[src/rtl/uart_pkg.sv]
// Shared UART constants and the encoding of the transmit-arbiter state machine.
package uart_pkg;

    localparam int CLOCK_FREQ = 32'd50_000_000;
    localparam int BAUD_RATE  = 32'd9600;
    localparam int BAUD_COUNT = CLOCK_FREQ / BAUD_RATE;

    // 23 baud periods rounded up to the next 10k clocks: 120000 at 50 MHz / 9600 baud
    localparam int DEFAULT_TIMEOUT_CYCLES =
        ((32'd23 * BAUD_COUNT + 32'd9999) / 32'd10000) * 32'd10000;

    typedef enum logic [1:0] {
        ST_IDLE = 2'b00,
        ST_SEND = 2'b01,
        ST_GAP  = 2'b10
    } arb_state_t;

endpackage

[src/rtl/rr_pick.sv]
// Combinational round-robin selector: the first requester at or after last_id+1, wrapping.
module rr_pick
    import uart_pkg::*;
#(
    parameter int NUM_REQ = 4,
    parameter int ID_W    = $clog2(NUM_REQ)
) (
    input  logic [NUM_REQ-1:0] req,
    input  logic [ID_W-1:0]    last_id,
    output logic               any,
    output logic [ID_W-1:0]    winner
);

    logic [ID_W-1:0] idx_s;
    logic            hit_s;

    // Scan from the farthest offset down so the nearest requester after last_id wins
    always_comb begin
        any    = 1'b0;
        winner = '0;
        idx_s  = '0;
        hit_s  = 1'b0;
        for (int k = NUM_REQ; k >= 1; k--) begin
            idx_s  = ID_W'((int'(last_id) + k) % NUM_REQ);
            hit_s  = req[idx_s];
            any    = any | hit_s;
            winner = hit_s ? idx_s : winner;
        end
    end

endmodule

[src/rtl/uart_tx_arbiter.sv]
// Round-robin owner of a shared 8N1 transmitter: grant, hold the frame, wait for
// completion or watchdog abort, then an optional idle gap before the next grant.
module uart_tx_arbiter
    import uart_pkg::*;
#(
    parameter int NUM_REQ        = 4,
    parameter int GAP_CYCLES     = 0,
    parameter int TIMEOUT_CYCLES = DEFAULT_TIMEOUT_CYCLES
) (
    input  logic                       clk,
    input  logic                       reset,
    input  logic [NUM_REQ-1:0]         req_valid,
    input  logic [8*NUM_REQ-1:0]       req_data,
    output logic [NUM_REQ-1:0]         req_ack,
    output logic                       tx_start,
    output logic [7:0]                 tx_data,
    input  logic                       tx_done,
    output logic                       busy,
    output logic [$clog2(NUM_REQ)-1:0] cur_id,
    output logic                       frame_done,
    output logic                       timeout_err
);

    localparam int                  ID_W      = $clog2(NUM_REQ);
    localparam int                  WD_W      = $clog2(TIMEOUT_CYCLES);
    localparam logic [WD_W-1:0]     WD_LAST   = WD_W'(TIMEOUT_CYCLES - 1);
    localparam logic [15:0]         GAP_LOAD  = 16'(GAP_CYCLES - 1);
    localparam bit                  HAS_GAP   = (GAP_CYCLES != 0);
    localparam logic [ID_W-1:0]     LAST_INIT = ID_W'(NUM_REQ - 1);
    localparam logic [NUM_REQ-1:0]  ACK_ONE   = {{(NUM_REQ-1){1'b0}}, 1'b1};

    arb_state_t      state_r, state_next_s, after_frame_s;
    logic [ID_W-1:0] last_id_r;
    logic [ID_W-1:0] winner_s;
    logic            any_s;
    logic            grant_s, done_s, abort_s;
    logic [WD_W-1:0] wd_r;
    logic [15:0]     gap_r;

    rr_pick #(.NUM_REQ(NUM_REQ), .ID_W(ID_W)) u_pick (
        .req     (req_valid),
        .last_id (last_id_r),
        .any     (any_s),
        .winner  (winner_s)
    );

    assign after_frame_s = HAS_GAP ? ST_GAP : ST_IDLE;

    // Next-state and event decode; tx_done takes priority over watchdog expiry
    always_comb begin
        state_next_s = state_r;
        grant_s      = 1'b0;
        done_s       = 1'b0;
        abort_s      = 1'b0;
        case (state_r)
            ST_IDLE: begin
                if (any_s) begin
                    grant_s      = 1'b1;
                    state_next_s = ST_SEND;
                end else begin
                    state_next_s = ST_IDLE;
                end
            end
            ST_SEND: begin
                if (tx_done) begin
                    done_s       = 1'b1;
                    state_next_s = after_frame_s;
                end else if (wd_r == WD_LAST) begin
                    abort_s      = 1'b1;
                    state_next_s = after_frame_s;
                end else begin
                    state_next_s = ST_SEND;
                end
            end
            ST_GAP: begin
                if (gap_r == 16'd0) begin
                    state_next_s = ST_IDLE;
                end else begin
                    state_next_s = ST_GAP;
                end
            end
            default: state_next_s = ST_IDLE;
        endcase
    end

    // State register
    always_ff @(posedge clk or posedge reset) begin
        if (reset) begin
            state_r <= ST_IDLE;
        end else begin
            state_r <= state_next_s;
        end
    end

    // Registered transmitter interface, acknowledge and status pulses
    always_ff @(posedge clk or posedge reset) begin
        if (reset) begin
            tx_start    <= 1'b0;
            tx_data     <= 8'h00;
            req_ack     <= '0;
            busy        <= 1'b0;
            cur_id      <= '0;
            last_id_r   <= LAST_INIT;
            frame_done  <= 1'b0;
            timeout_err <= 1'b0;
        end else begin
            req_ack     <= grant_s ? (ACK_ONE << winner_s) : '0;
            frame_done  <= done_s;
            timeout_err <= abort_s;
            busy        <= (state_next_s != ST_IDLE);
            if (grant_s) begin
                tx_start  <= 1'b1;
                tx_data   <= req_data[{winner_s, 3'b000} +: 8];
                cur_id    <= winner_s;
                last_id_r <= winner_s;
            end else if (done_s || abort_s) begin
                tx_start  <= 1'b0;
            end
        end
    end

    // Watchdog and gap counter; both saturate at their terminal value
    always_ff @(posedge clk or posedge reset) begin
        if (reset) begin
            wd_r  <= '0;
            gap_r <= 16'd0;
        end else begin
            if (grant_s) begin
                wd_r <= '0;
            end else if (state_r == ST_SEND && wd_r != WD_LAST) begin
                wd_r <= wd_r + WD_W'(1);
            end
            if (done_s || abort_s) begin
                gap_r <= GAP_LOAD;
            end else if (state_r == ST_GAP && gap_r != 16'd0) begin
                gap_r <= gap_r - 16'd1;
            end
        end
    end

endmodule
[config.mk]
export PLATFORM = sky130hd
export DESIGN_NAME = uart_tx_arbiter
export DESIGN_NICKNAME = d
export VERILOG_FILES = /design/src/rtl/uart_pkg.sv /design/src/rtl/rr_pick.sv /design/src/rtl/uart_tx_arbiter.sv
export SDC_FILE = /design/constraint.sdc
export NUM_CORES = 1
export LEC_CHECK = 0
export ABC_CLOCK_PERIOD_IN_PS = 2550
export BUFFER_PORTS_ARGS = -buffer_cell sky130_fd_sc_hd__buf_2
export CORE_MARGIN = 4
export CORE_UTILIZATION = 45
export CTS_CLUSTER_DIAMETER = 60
export DETAILED_ROUTE_END_ITERATION = 8
export GPL_TIMING_DRIVEN = 1
export PLACE_DENSITY = 0.67
export SYNTH_ARGS = -nofsm -noshare
export SYNTH_HDL_FRONTEND = slang
export SYNTH_SLANG_ARGS = --single-unit
[constraint.sdc]
create_clock -name clk -period 2.55 [get_ports clk]
set_input_delay 0.255 -clock clk [delete_from_list [all_inputs] [get_ports clk]]
set_output_delay 0.255 -clock clk [all_outputs]
set_load 0.005 [all_outputs]
# Word-level counts from Yosys, hierarchy flattened
# Index checks and enable logic that the tools add are counted.
# totals
reg_bits,55
input_bits,39
elab_cells,71
# classes
n_addsub,6
n_lt_le_gt_ge,4
n_eq_ne,4
n_shift,2
muxes,31
n_bitwise,3
reduce_logical,10
# ops
cell,count
$mux W17,2
$mux W16,2
$shiftx A32 B6 Y8,1
$add A17 B1 Y17 const B,1
$eq A17 B17 Y1 const B,1
$ne A17 B17 Y1 const B,1
$logic_not A16 Y1,1
$mux W1,16
$reduce_bool A16 Y1,1
$sub A16 B1 Y16 const B,1
$lt A2 B3 Y1 const B,4
$mux W2,5
$bmux W1 S2,4
$reduce_bool A2 Y1,4
$pmux W2 S3,1
$add A2 B1 Y2 const B,2
$add A2 B2 Y2 const B,2
$mux W4,1
$shl A1 B2 Y4 const A,1
$or A1 B1 Y1,3
$eq A2 B1 Y1 const B,1
$eq A2 B2 Y1 const B,1
$logic_and A1 B1 Y1,2
$logic_not A2 Y1,1
$logic_or A1 B1 Y1,1

# Longest topological paths before layout
# logic_depth
word_depth,9
mapped_depth,8

# Hierarchy
# Synthesis repeated with hierarchy kept, for this count alone.
# hier_totals
cells_unflattened,302
area_unflattened_um2,2955.3
# by_module_without_submodules
mod,instances,cells_each,area_per_inst_um2,seq_area_each_um2
uart_tx_arbiter,1,288,2864.0,1378.8
rr_pick,1,14,91.3,0.0

# Least setup slack after synthesis
# No wires, ideal clock.
# synth_timing
path_type,reg-to-reg
from,reg gap_r[11]
to,reg gap_r[7]
setup_ps,134
arrival_time_ps,2008
t_required_ps,2416
path_slack_ps,408
stages_incl_launch_ff,7
synth_period_minus_slack_ps,2142
path_cell_list,dfrtp_1 or4_4 or4b_1 buf_2 o2111ai_1 xor2_1 nand2_1
# synth_via
elab_chain_len,3
# synth_lines
element,line_no,text
start: declaration,uart_tx_arbiter.sv:38,logic [15:0] gap_r;
start signal: assignment,uart_tx_arbiter.sv:136,gap_r <= gap_r - 16'd1;
$reduce_bool A16 Y1,uart_tx_arbiter.sv:135,end else if (state_r == ST_GAP && gap_r != 16'd0) begin
$logic_and A1 B1 Y1,uart_tx_arbiter.sv:135,
$reduce_bool A2 Y1 (no source line),--,
# Every way passes these cells.
# A chain may end at the register's enable or synchronous reset.

# Worst setup path after layout
# Same ends and word-level chain as after synthesis.

==> reports/results.txt <==
P_leak - 1.44 nW
Status - finished, final reports clean
I/O pins - 57
Relative slew slack - 47.6%
Post-DP Area - 3230 µm²
CTS Buf Count - 5
Met2 wire len - 2.93 mm
Max VDD drop - 430 µV
First drt pass iteration count - 4
Synthesized flop and latch total - 55
P per Cell Area - 764 nW/µm²
Main flop type after synthesis - dfrtp_1
Largest net degree at the start of global routing - 56
Synth top area cells - dfrtp_1 (47%), a211oi_1 (4.8%), nor2_1 (4.1%)
Worst Max-Slew Pin Slew - 781 ps
Vias in the first global route - 2,317
Count leader, synth - dfrtp_1
CTS tree - done
WL met3 - 379 µm
Async set or reset register ratio after synthesis - 100%
Crit-path slowest cell - or4b_1
Post-Syn Area - 2820 µm²
Placed cells - 418
Worst min path class - in -> async
Root Driver - clkbuf_8
Post-Layout Cell Count - 426
Clk sink count - 55
DRT met1 WL - 2.87 mm
Final WL - 6.24 mm
Worst setup margin - 212 ps
Die H - 87.2 µm
Crit path launch type - register
PortBufs - 56
Setup bufs post-CTS - 0
Register area share after synthesis - 48.9%
Share of layout cells above drive strength 1 - 23.9%
Clk_skew - 9.42 ps
GP Congestion - 0.833
Final setup vio count - 0
Core area - 5990 µm²
Die area - 7600 µm²
Clock transition at the registers of the reported paths - 100 ps
Initial antenna violation count - 0
Fillers - 558
Synth cell types - 45
Longest Clk Path Bufs - 2
DR vias - 2,333
Vias per cell - 5.48
FMAX - 428 MHz
Antenna-violating nets left - 0
Most frequent cells after synthesis - dfrtp_1 (53), nor2_1 (31), nand2_1 (20), a211oi_1 (18), inv_1 (16)
Gate Count Post-Synth - 289
Setup Slack @ Placement - 222 ps
Area share of the largest cell type after synthesis - 47.0%
Worst Path Arrival - 2500 ps
Endpoint class of the critical path - register
Multi-input gate area - 1340 µm²
Max cap viols - 0
Tcrit/Tclk final - 91.7%
Initial core utilization - 47.1%
EDFF count, synth - 0
Worst Path Class, Setup - reg -> reg
Final net count - 391
Avg WL per Cell - 14.6 µm
Total Routing Usage GR - 17.5%
Top Metal Used - met4
Clk_lat worst skew - 310 ps
Hold-fix buffer count after cts - 0
Ant diodes - 0
Crit-path leading delay family - simple AND/OR/NAND/NOR gates
Fin Hold WS - 114 ps
Hold Vio Cnt, Final - 0
Ys Warns - 0
CP bufs+invs - 0
First-pass GRT wire length - 10.6 mm
CP required - 2720 ps
Seq. cell area - 1380 µm²
Critical path fanouts, max - 7
Syn avg cell area - 9.76 µm²
H-Tree Level Count - 2
Final Max Slew Viols - 0
Delay of the slowest critical-path stage - 700 ps
DRT iter0 DRCs - 85
Area leader, netlist - dfrtp_1
Design area - 3310 µm²
Crit-path cells - or4_4, or4b_1, o2111ai_1, xor2_1, nand2_1
Power, Total - 2.53 mW
Grt ovf - 0
Post-Syn Nets - 330
Die width - 87.2 µm
Setup tns final - 0 ps
Number of gates resized after cts - 0
Post-route minimum period - 2340 ps
DRC violations left - 0
Post-layout util - 55.3%
Synth-to-Final Area Change - 17.4%
DPL Wire Length - 4.51 mm
RSZ-0062 raised after global routing - false
Cell row count - 28
flip-flops by register name, summed over array words and instances (netlist names):
name         cells
frame_done       1
cur_id           2
req_ack          4
tx_start         1
busy             1
tx_data          8
gap_r           16
last_id_r        2
timeout_err      1
state_r          2
wd_r            17
where the power goes:
part | switching (mW) | internal (mW)
logic | 0.503 | 0.383
clock network | 0.286 | 0.193
registers | 0.116 | 1.05
total | 0.905 | 1.62
worst paths after layout:
kind	start	endpoint	slack (ps)	depth (start not counted)
max in group asynchronous	reset	gap_r[8]	1980	3
worst max register to register	gap_r[11]	gap_r[7]	210	5
min in group clk	tx_done	timeout_err	130	2
worst min register to register	tx_start	tx_start	480	1
worst max-delay path	gap_r[11]	gap_r[7]	210	5
worst min-delay path	reset	wd_r[15]	110	3
layer usage:
metal	vias up	track usage, %
li1	1154	-
met1	1124	22.5
met2	48	29.1
met3	7	5.39
met4	0	3.91
met5	-	0
logic make-up after synthesis:
logic type	Yosys count	share of synthesized area (%)
mux	9	3.19
simple gates	111	20.6
compound gates	61	15.5
xor+xnor	23	7.14
buf+inv	28	3.86
fa+ha+maj	2	0.887
flops	55	48.9
cell type report:
class                           instances  area share, %
Inverter                               16           1.81
Sequential cell                        55           41.6
Timing Repair Buffer                   66           10.7
Tap cell                               75           2.83
Clock buffer                            6           2.19
Multi-Input combinational cell        206           40.4
Clock inverter                          2          0.378
cells in the final DEF, fill, tap and decap left out, drive strengths merged, types with 4 or more instances in the layout:
master,count
nor2,31
nand2b,6
a21o,4
clkbuf,6
a21oi,5
inv,16
a31oi,8
xor2,12
nand3,8
or3,4
nand4,5
dfrtp,53
o21ai,10
nor4,7
nor3,7
and3,6
o211ai,4
buf,66
nand2,20
xnor2,11
a211oi,18
mux2i,9
tightest hold or removal path: cells and delay by family:
family | cells | cell delay, ps
buffers and inverters | 3 | 670
Power figures use the tool's default switching activity.
